`src/rtl/matrix_pkg.sv`:
```
// matrix_pkg: shared sizes, FSM state type and index width for the 4x4 matrix add/sub unit.
package matrix_pkg;
    localparam int ELEM_W = 16;
    localparam int N_ELEM = 16;
    localparam int MAT_W  = ELEM_W * N_ELEM;
    localparam int IDX_W  = 4;
    typedef enum logic [1:0] {IDLE, LOAD, CALC, DONE} state_t;
endpackage

```
`src/rtl/addsub_elem.sv`:
```
// addsub_elem: one two's-complement element add/sub with wrap-around and signed overflow flag.
module addsub_elem
    import matrix_pkg::*;
#(
    parameter int W = ELEM_W
) (
    input  logic [W-1:0] a,
    input  logic [W-1:0] b,
    input  logic         add,
    output logic [W-1:0] res,
    output logic         ovf
);
    assign res = add ? a + b : a - b;
    // Overflow is only possible when the effective operand signs agree; then the result must keep A's sign.
    assign ovf = (add ? a[W-1] == b[W-1] : a[W-1] != b[W-1]) && (res[W-1] != a[W-1]);
endmodule

```
`src/rtl/matrix_addsub.sv`:
```
// matrix_addsub: loads two 4x4 operand matrices and computes A+B or A-B one element per clock
// through a single shared element unit, publishing the whole result at once.
module matrix_addsub #(
    parameter int ELEM_W = 16,
    parameter int N_ELEM = 16
) (
    input  logic                     clk,
    input  logic                     RESET,
    input  logic [ELEM_W*N_ELEM-1:0] dataIn,
    input  logic                     matDecide,
    input  logic                     add1sub0,
    input  logic                     addRW,
    input  logic                     addEN,
    output logic [ELEM_W*N_ELEM-1:0] dataOut,
    output logic                     addFleg,
    output logic                     ovf,
    output logic                     busy
);
    import matrix_pkg::*;

    state_t                     state, next;
    logic                       en_q, op, full, ovf_sh, elem_ovf, start;
    logic [IDX_W-1:0]           idx;
    logic [ELEM_W*N_ELEM-1:0]   a_reg, b_reg, shadow;
    logic [ELEM_W-1:0]          a_e, b_e, res;

    assign start = addEN & ~en_q;
    assign busy  = state == CALC;
    assign a_e   = a_reg[ELEM_W*int'(idx) +: ELEM_W];
    assign b_e   = b_reg[ELEM_W*int'(idx) +: ELEM_W];

    addsub_elem #(.W(ELEM_W)) u_elem (
        .a   (a_e),
        .b   (b_e),
        .add (op),
        .res (res),
        .ovf (elem_ovf)
    );

    // A compute runs 16 element edges, then one more edge (full set) to publish the shadow.
    always_comb begin
        next = state;
        case (state)
            IDLE:    next = start ? (addRW ? LOAD : CALC) : IDLE;
            LOAD:    next = DONE;
            CALC:    next = !addEN ? IDLE : (full ? DONE : CALC);
            default: next = addEN ? DONE : IDLE;
        endcase
    end

    always_ff @(posedge clk or posedge RESET) begin
        if (RESET) begin
            state   <= IDLE;
            en_q    <= 1'b0;
            idx     <= '0;
            op      <= 1'b0;
            full    <= 1'b0;
            ovf_sh  <= 1'b0;
            a_reg   <= '0;
            b_reg   <= '0;
            shadow  <= '0;
            dataOut <= '0;
            addFleg <= 1'b0;
            ovf     <= 1'b0;
        end else begin
            state   <= next;
            en_q    <= addEN;
            addFleg <= next == DONE;
            if (state == IDLE && start && addRW) begin
                if (matDecide) b_reg <= dataIn;
                else a_reg <= dataIn;
            end
            if (state == IDLE && start && !addRW) begin
                op     <= add1sub0;
                idx    <= '0;
                full   <= 1'b0;
                ovf_sh <= 1'b0;
            end
            if (state == CALC && addEN && !full) begin
                shadow[ELEM_W*int'(idx) +: ELEM_W] <= res;
                ovf_sh <= ovf_sh | elem_ovf;
                idx    <= idx + 1'b1;
                full   <= idx == IDX_W'(N_ELEM - 1);
            end
            if (state == CALC && addEN && full) begin
                dataOut <= shadow;
                ovf     <= ovf_sh;
            end
        end
    end
endmodule
```
`config.mk`:
```
export PLATFORM = sky130hd
export DESIGN_NAME = matrix_addsub
export DESIGN_NICKNAME = d
export VERILOG_FILES = /design/src/rtl/matrix_pkg.sv /design/src/rtl/addsub_elem.sv /design/src/rtl/matrix_addsub.sv
export SDC_FILE = /design/constraint.sdc
export NUM_CORES = 2
export LEC_CHECK = 0
export CAP_MARGIN = 25
export CORE_AREA = 5 5 275 277
export CTS_CLUSTER_SIZE = 40
export DETAILED_ROUTE_END_ITERATION = 7
export DIE_AREA = 0 0 280 282
export GPL_TIMING_DRIVEN = 0
export PLACE_DENSITY = 0.83
export SLEW_MARGIN = 25
export SYNTH_ARGS = -nofsm -noshare
export SYNTH_HDL_FRONTEND = slang
export SYNTH_SLANG_ARGS = --single-unit
export TNS_END_PERCENT = 1
```
`constraint.sdc`:
```
create_clock -name clk -period 91.1 [get_ports clk]
set_clock_uncertainty 0.1 [all_clocks]
set_input_delay 18.22 -clock clk [delete_from_list [all_inputs] [get_ports clk]]
set_output_delay 18.22 -clock clk [all_outputs]
set_load 0.05 [all_outputs]
```
==> Yosys cells after proc, flatten, opt, wreduce, memory -nomap -nowiden <==
Index checks and enable logic that the tools add are counted.
{ "totals": {"reg_bits": 1036, "latchBits": 0, "mem_bits_rw": 0, "rom_bits": 0, "inputBits": 262, "output_inout_bits": 259, "mem_count": 0} }
{ "op_classes": {"add_sub_neg": 4, "mul": 0, "div": 0, "order_cmp": 0, "n_eq_ne": 7, "shift": 4, "mux": 14, "bitwise": 4, "n_reduce_logical": 13} }
{ "ops": {"columns": ["op", "count"], "rows": [
  ["256-bit by 9-bit variable part select with 16-bit output", 2],
  ["256-bit bitwise mux", 1],
  ["16-bit by 33-bit variable shift with 256-bit output, first input constant", 1],
  ["16-bit by 33-bit variable part select with 256-bit output", 1],
  ["8-bit negator with 33-bit output", 1],
  ["16-bit adder", 1],
  ["16-bit 2-to-1 mux", 1],
  ["16-bit subtractor", 1],
  ["2-bit 2-to-1 mux", 4],
  ["4-bit 2-to-1 mux", 2],
  ["1-bit logical AND", 7],
  ["2-bit case mux with 3 select lines", 1],
  ["1-bit 2-to-1 mux", 5],
  ["4-bit by 1-bit adder with 4-bit output, second input constant", 1],
  ["2-bit equality test, second input constant", 2],
  ["4-bit equality test, second input constant", 1],
  ["2-bit AND reduction", 2],
  ["2-bit by 1-bit equality test with 1-bit output, second input constant", 1],
  ["1-bit logical NOT", 2],
  ["2-bit logical NOT", 1],
  ["1-bit != test", 2],
  ["1-bit NOT", 2],
  ["2-bit nonzero test", 1],
  ["1-bit AND", 1],
  ["2 further kinds", 2]
]} }

==> Depth between registers and ports, before layout <==
{ "logic_depth": {"depth_word": 7, "mapped_depth": 21, "ltp_nobuf": 18} }

==> Hierarchy <==
Synthesis repeated with hierarchy kept, for this count alone.
{ "unflattened": {"hier_cells": 3057, "area_unflattened_um2": 43945.9} }
{ "by_module_without_submodules": {"columns": ["module", "instances", "cells_per_inst", "area_each_um2"], "rows": [
  ["matrix_addsub", 1, 2900, 42812.3],
  ["addsub_elem", 1, 157, 1133.6]
]} }

==> Least setup slack after synthesis <==
No wires, ideal clock.
{ "synth_timing": {"kind": "input -> register", "from": "in addEN", "to": "reg shadow[176]", "setup_time_ps": 131, "t_arrival_ps": 19675, "t_required_ps": 90869, "setup_slack_ps": 71194, "path_stages": 9, "path_cell_list": "nand2_1 -> or2_2 -> clkbuf_1 -> nor3_1 -> nand2_1 -> clkbuf_1 -> clkbuf_1 -> nand2_1 -> o21ai_0"} }
{ "synth_between": {"elab_chain_len": 2} }
{ "synth_lines": {"columns": ["element", "line_no", "source"], "rows": [
  ["start, declared", "matrix_addsub.sv:13", "input logic addEN,"],
  ["1-bit logical AND (2 in a row)", "matrix_addsub.sv:79", "if (state == CALC && addEN && !full) begin"],
  ["end signal, assigned by index", "matrix_addsub.sv:80", "shadow[ELEM_W*int'(idx) +: ELEM_W] <= res;"],
  ["end, declared", "matrix_addsub.sv:24", "logic [ELEM_W*N_ELEM-1:0] a_reg, b_reg, shadow;"]
]} }
Every way passes these cells.
A chain may end at the register's enable or synchronous reset.

==> results.md <==
* Die width at 280 µm
* Distinct cells, synth at 61
* Detail Route Antenna Nets at 0
* Most frequent cell after synthesis: dfrtp_1
* Layout net count at 3,862
* Critical path class: in -> async
* Initial drt markers at 2,668
* Clk sinks at 1,036
* WL/cell at 30.34 µm
* Clock power frac at 0.213
* First-pass GRT wire length at 205,200 µm
* Unrepaired setup endpoints after global routing: no
* Crit-path max FO at 112
* Area contributors post-synth: dfrtp_1 60%, mux2_2 21%, mux4_2 6.6%
* Yosys warns at 0
* CTS tree: done
* HP Class: reg -> reg
* EDFF count, synth at 0
* DR DRC count at 0
* Die Height at 282 µm
* Tot GR Track Use at 0.3531
* Fmax at 47.75 MHz
* Initial Util at 0.5974
* Logic gate share of total power at 0.452
* WL final at 139,900 µm
* Final instance area at 53,490 µm²
* Main synth FF type: dfrtp_1
* Mapped Nets at 3,227
* Rel. slew slack at 0.2904
* Switching power of the nets at 0.8197 mW
* Die Area at 78,960 µm²
* P_leak at 24.38 nW
* Number of global-route vias before repair at 31,610
* Final Max Tran Viols at 0
* Cell accounting for the most synthesized area: dfrtp_1
* Post-CTS Resized at 0
* DP Area at 50,140 µm²
* Cells after synthesis at 2,937
* Most used routing layer: met2
* Crit end category: async pin
* Hold_buf cts at 0
* Clk_lat worst skew at 0.68 ns
* IO buf count at 520
* Layout area overhead at 23.34%
* Synth top area share at 0.5978
* Met2 GRT Util at 0.5846
* HPWL reported at the end of detailed placement at 103,100 µm
* Reg power frac at 0.335
* Layout cells sized above 1 at 0.3215
* Final Hold Vio Count at 0
* Startpoint types: input pin
* Vias at 29,250
* Netlist Area Pre-Place at 43,370 µm²
* Final period util at 0.2299
* Slew of the pin with the lowest slew margin at 1.064 ns
* Routability cong. at 0.9276
* Critical Path AT at 21.60 ns
* Async set or reset register ratio after synthesis at 1.000
* CTS Buf Count at 101
* Final setup violation count at 0
* Met1 usage at 0.4259
* Critical Path RT at 91.76 ns
* VDD IR max at 0.04382 mV
* Largest net degree at the start of global routing at 113
* CTS clk-pin slew, worst paths at 0.06 ns
* Sw Share at 0.4159
* Clock Path Buffers at 3
* Final worst slack at 70.16 ns
* Final Critical Period at 20.94 ns
* Setup WS pre-CTS at 69.40 ns
* Router iterations before antenna repair at 6
* Remaining Overflow, GRT at 0
* Via-to-Cell Ratio at 6.344
* Setup_tns at 0 ns
* Max-cap viol count at 0
* CTS H-tree lvls at 3
* Seq cells post-synth at 1,036
* Top post-synthesis cells by count: 1,036 x dfrtp_1, 813 x mux2_2, 293 x nand2_1
* Average cell area after synthesis at 14.77 µm²
* Sequential area share after synthesis at 0.5978
* Row count at 99
* GR Util met3 at 0.07783
* Post-CTS setup buffer count at 0
* CTS Root Cell: clkbuf_16
* Internal power at 1.151 mW
* Initial antenna violation count at 7
* Core area at 72,590 µm²
* Outcome: completed
* Pwr per Cell Area at 36.85 nW/µm²
* I/O pin count at 521
[power groups by stage]
| stage | clock network, mW | logic, mW | registers [mW] |
|---|---|---|---|
| final | 0.421 | 0.891 | 0.660 |
| after CTS | 0.421 | 0.877 | 0.657 |
| after global routing | 0.441 | 0.924 | 0.670 |
| after floorplan | 0 | 0.505 | 0.637 |
| after detailed placement | 0 | 0.871 | 0.663 |
| after global placement | 0 | 0.839 | 0.654 |
[final cells by class]
type,instances,area [µm²]
flip-flops and latches,1036,25920
fillers,4476,19100
multi-input cells,1698,16590
repair buffers,532,5519
clock buffers,145,2924
well taps,959,1200
plain buffers,186,843.3
clock inverters,35,404.1
inverters,17,71.32
diodes,3,7.507
[cells by family after synthesis]
logic type	count (synthesis)	share of synthesized area
AOI/OAI and AO/OA	290	0.03950
xor gates and xnor gates	31	0.006780
buffers and inverters	203	0.02072
DFF	1036	0.5978
muxes	961	0.2892
adders and majority gates	28	0.008252
and+or+nand+nor	388	0.03771
[worst paths after layout]
| check | from | end | slack [ns] | depth (start not counted) |
|---|---|---|---|---|
| max in group clk | addEN | a_reg[25]$_DFFE_PP0P_ | 70.34 | 7 |
| hold / removal | shadow[205]$_DFFE_PP0P_ | shadow[205]$_DFFE_PP0P_ | 0.38 | 2 |
| setup reg to reg | idx[1]$_DFFE_PP0P_ | shadow[41]$_DFFE_PP0P_ | 82.79 | 18 |
| hold reg to reg | shadow[205]$_DFFE_PP0P_ | shadow[205]$_DFFE_PP0P_ | 0.38 | 2 |
| min in group asynchronous | RESET | dataOut[123]$_DFFE_PP0P_ | 17.92 | 2 |
| setup / recovery | RESET | dataOut[108]$_DFFE_PP0P_ | 70.16 | 7 |
[cell usage in the layout, fill, tap and decap left out, drive strengths merged, types with 3 or more instances in the layout]
cell type,netlist,final
nor2b,6,6
inv,16,17
ha,27,27
or3,4,4
a21o,5,5
a22oi,23,23
diode,0,3
bufinv,0,6
clkbuf,155,300
xor2,17,17
o41ai,4,4
or2,8,8
nor4,4,4
nor2,29,29
buf,29,41
nand2b,10,10
o31ai,38,38
nand3,5,5
mux2,813,813
a21oi,14,14
clkdlybuf4s50,0,520
a31oi,7,7
nor3,14,14
nand2,293,293
dfrtp,1036,1036
xnor2,13,13
o21ai,185,185
and2,3,3
mux4,147,147
and3,3,3
clkinv,1,27
a41oi,3,3
[stage by stage]
step | util | power, mW | hold slack, ns | std cells
2_1_floorplan | - | 1.141 | 0.3393 | 2937
3_3_place_gp | 0.6857 | 1.493 | 0.3564 | 4416
3_5_place_dp | 0.6908 | 1.534 | 0.3647 | 4428
4_1_cts | 0.7366 | 1.955 | 0.3795 | 4608
5_1_grt | 0.7369 | 2.034 | 0.3996 | 4610
6_report | 0.7369 | 1.971 | 0.3836 | 4611
[worst max-delay path: stages]
cell             delay [ns]
clkdlybuf4s50_1        0.49
inv_8                  0.41
buf_16                 0.40
buf_16                 0.40
buf_16                 0.39
buf_16                 0.41
buf_16                 0.48
[layer usage]
metal | up-vias | routed length [µm]
li1 | 11880 | -
met1 | 15290 | 49240
met2 | 1591 | 68740
met3 | 495 | 11420
met4 | 2 | 10500
met5 | - | 13
Note: power is estimated with default switching activity, not from simulation.
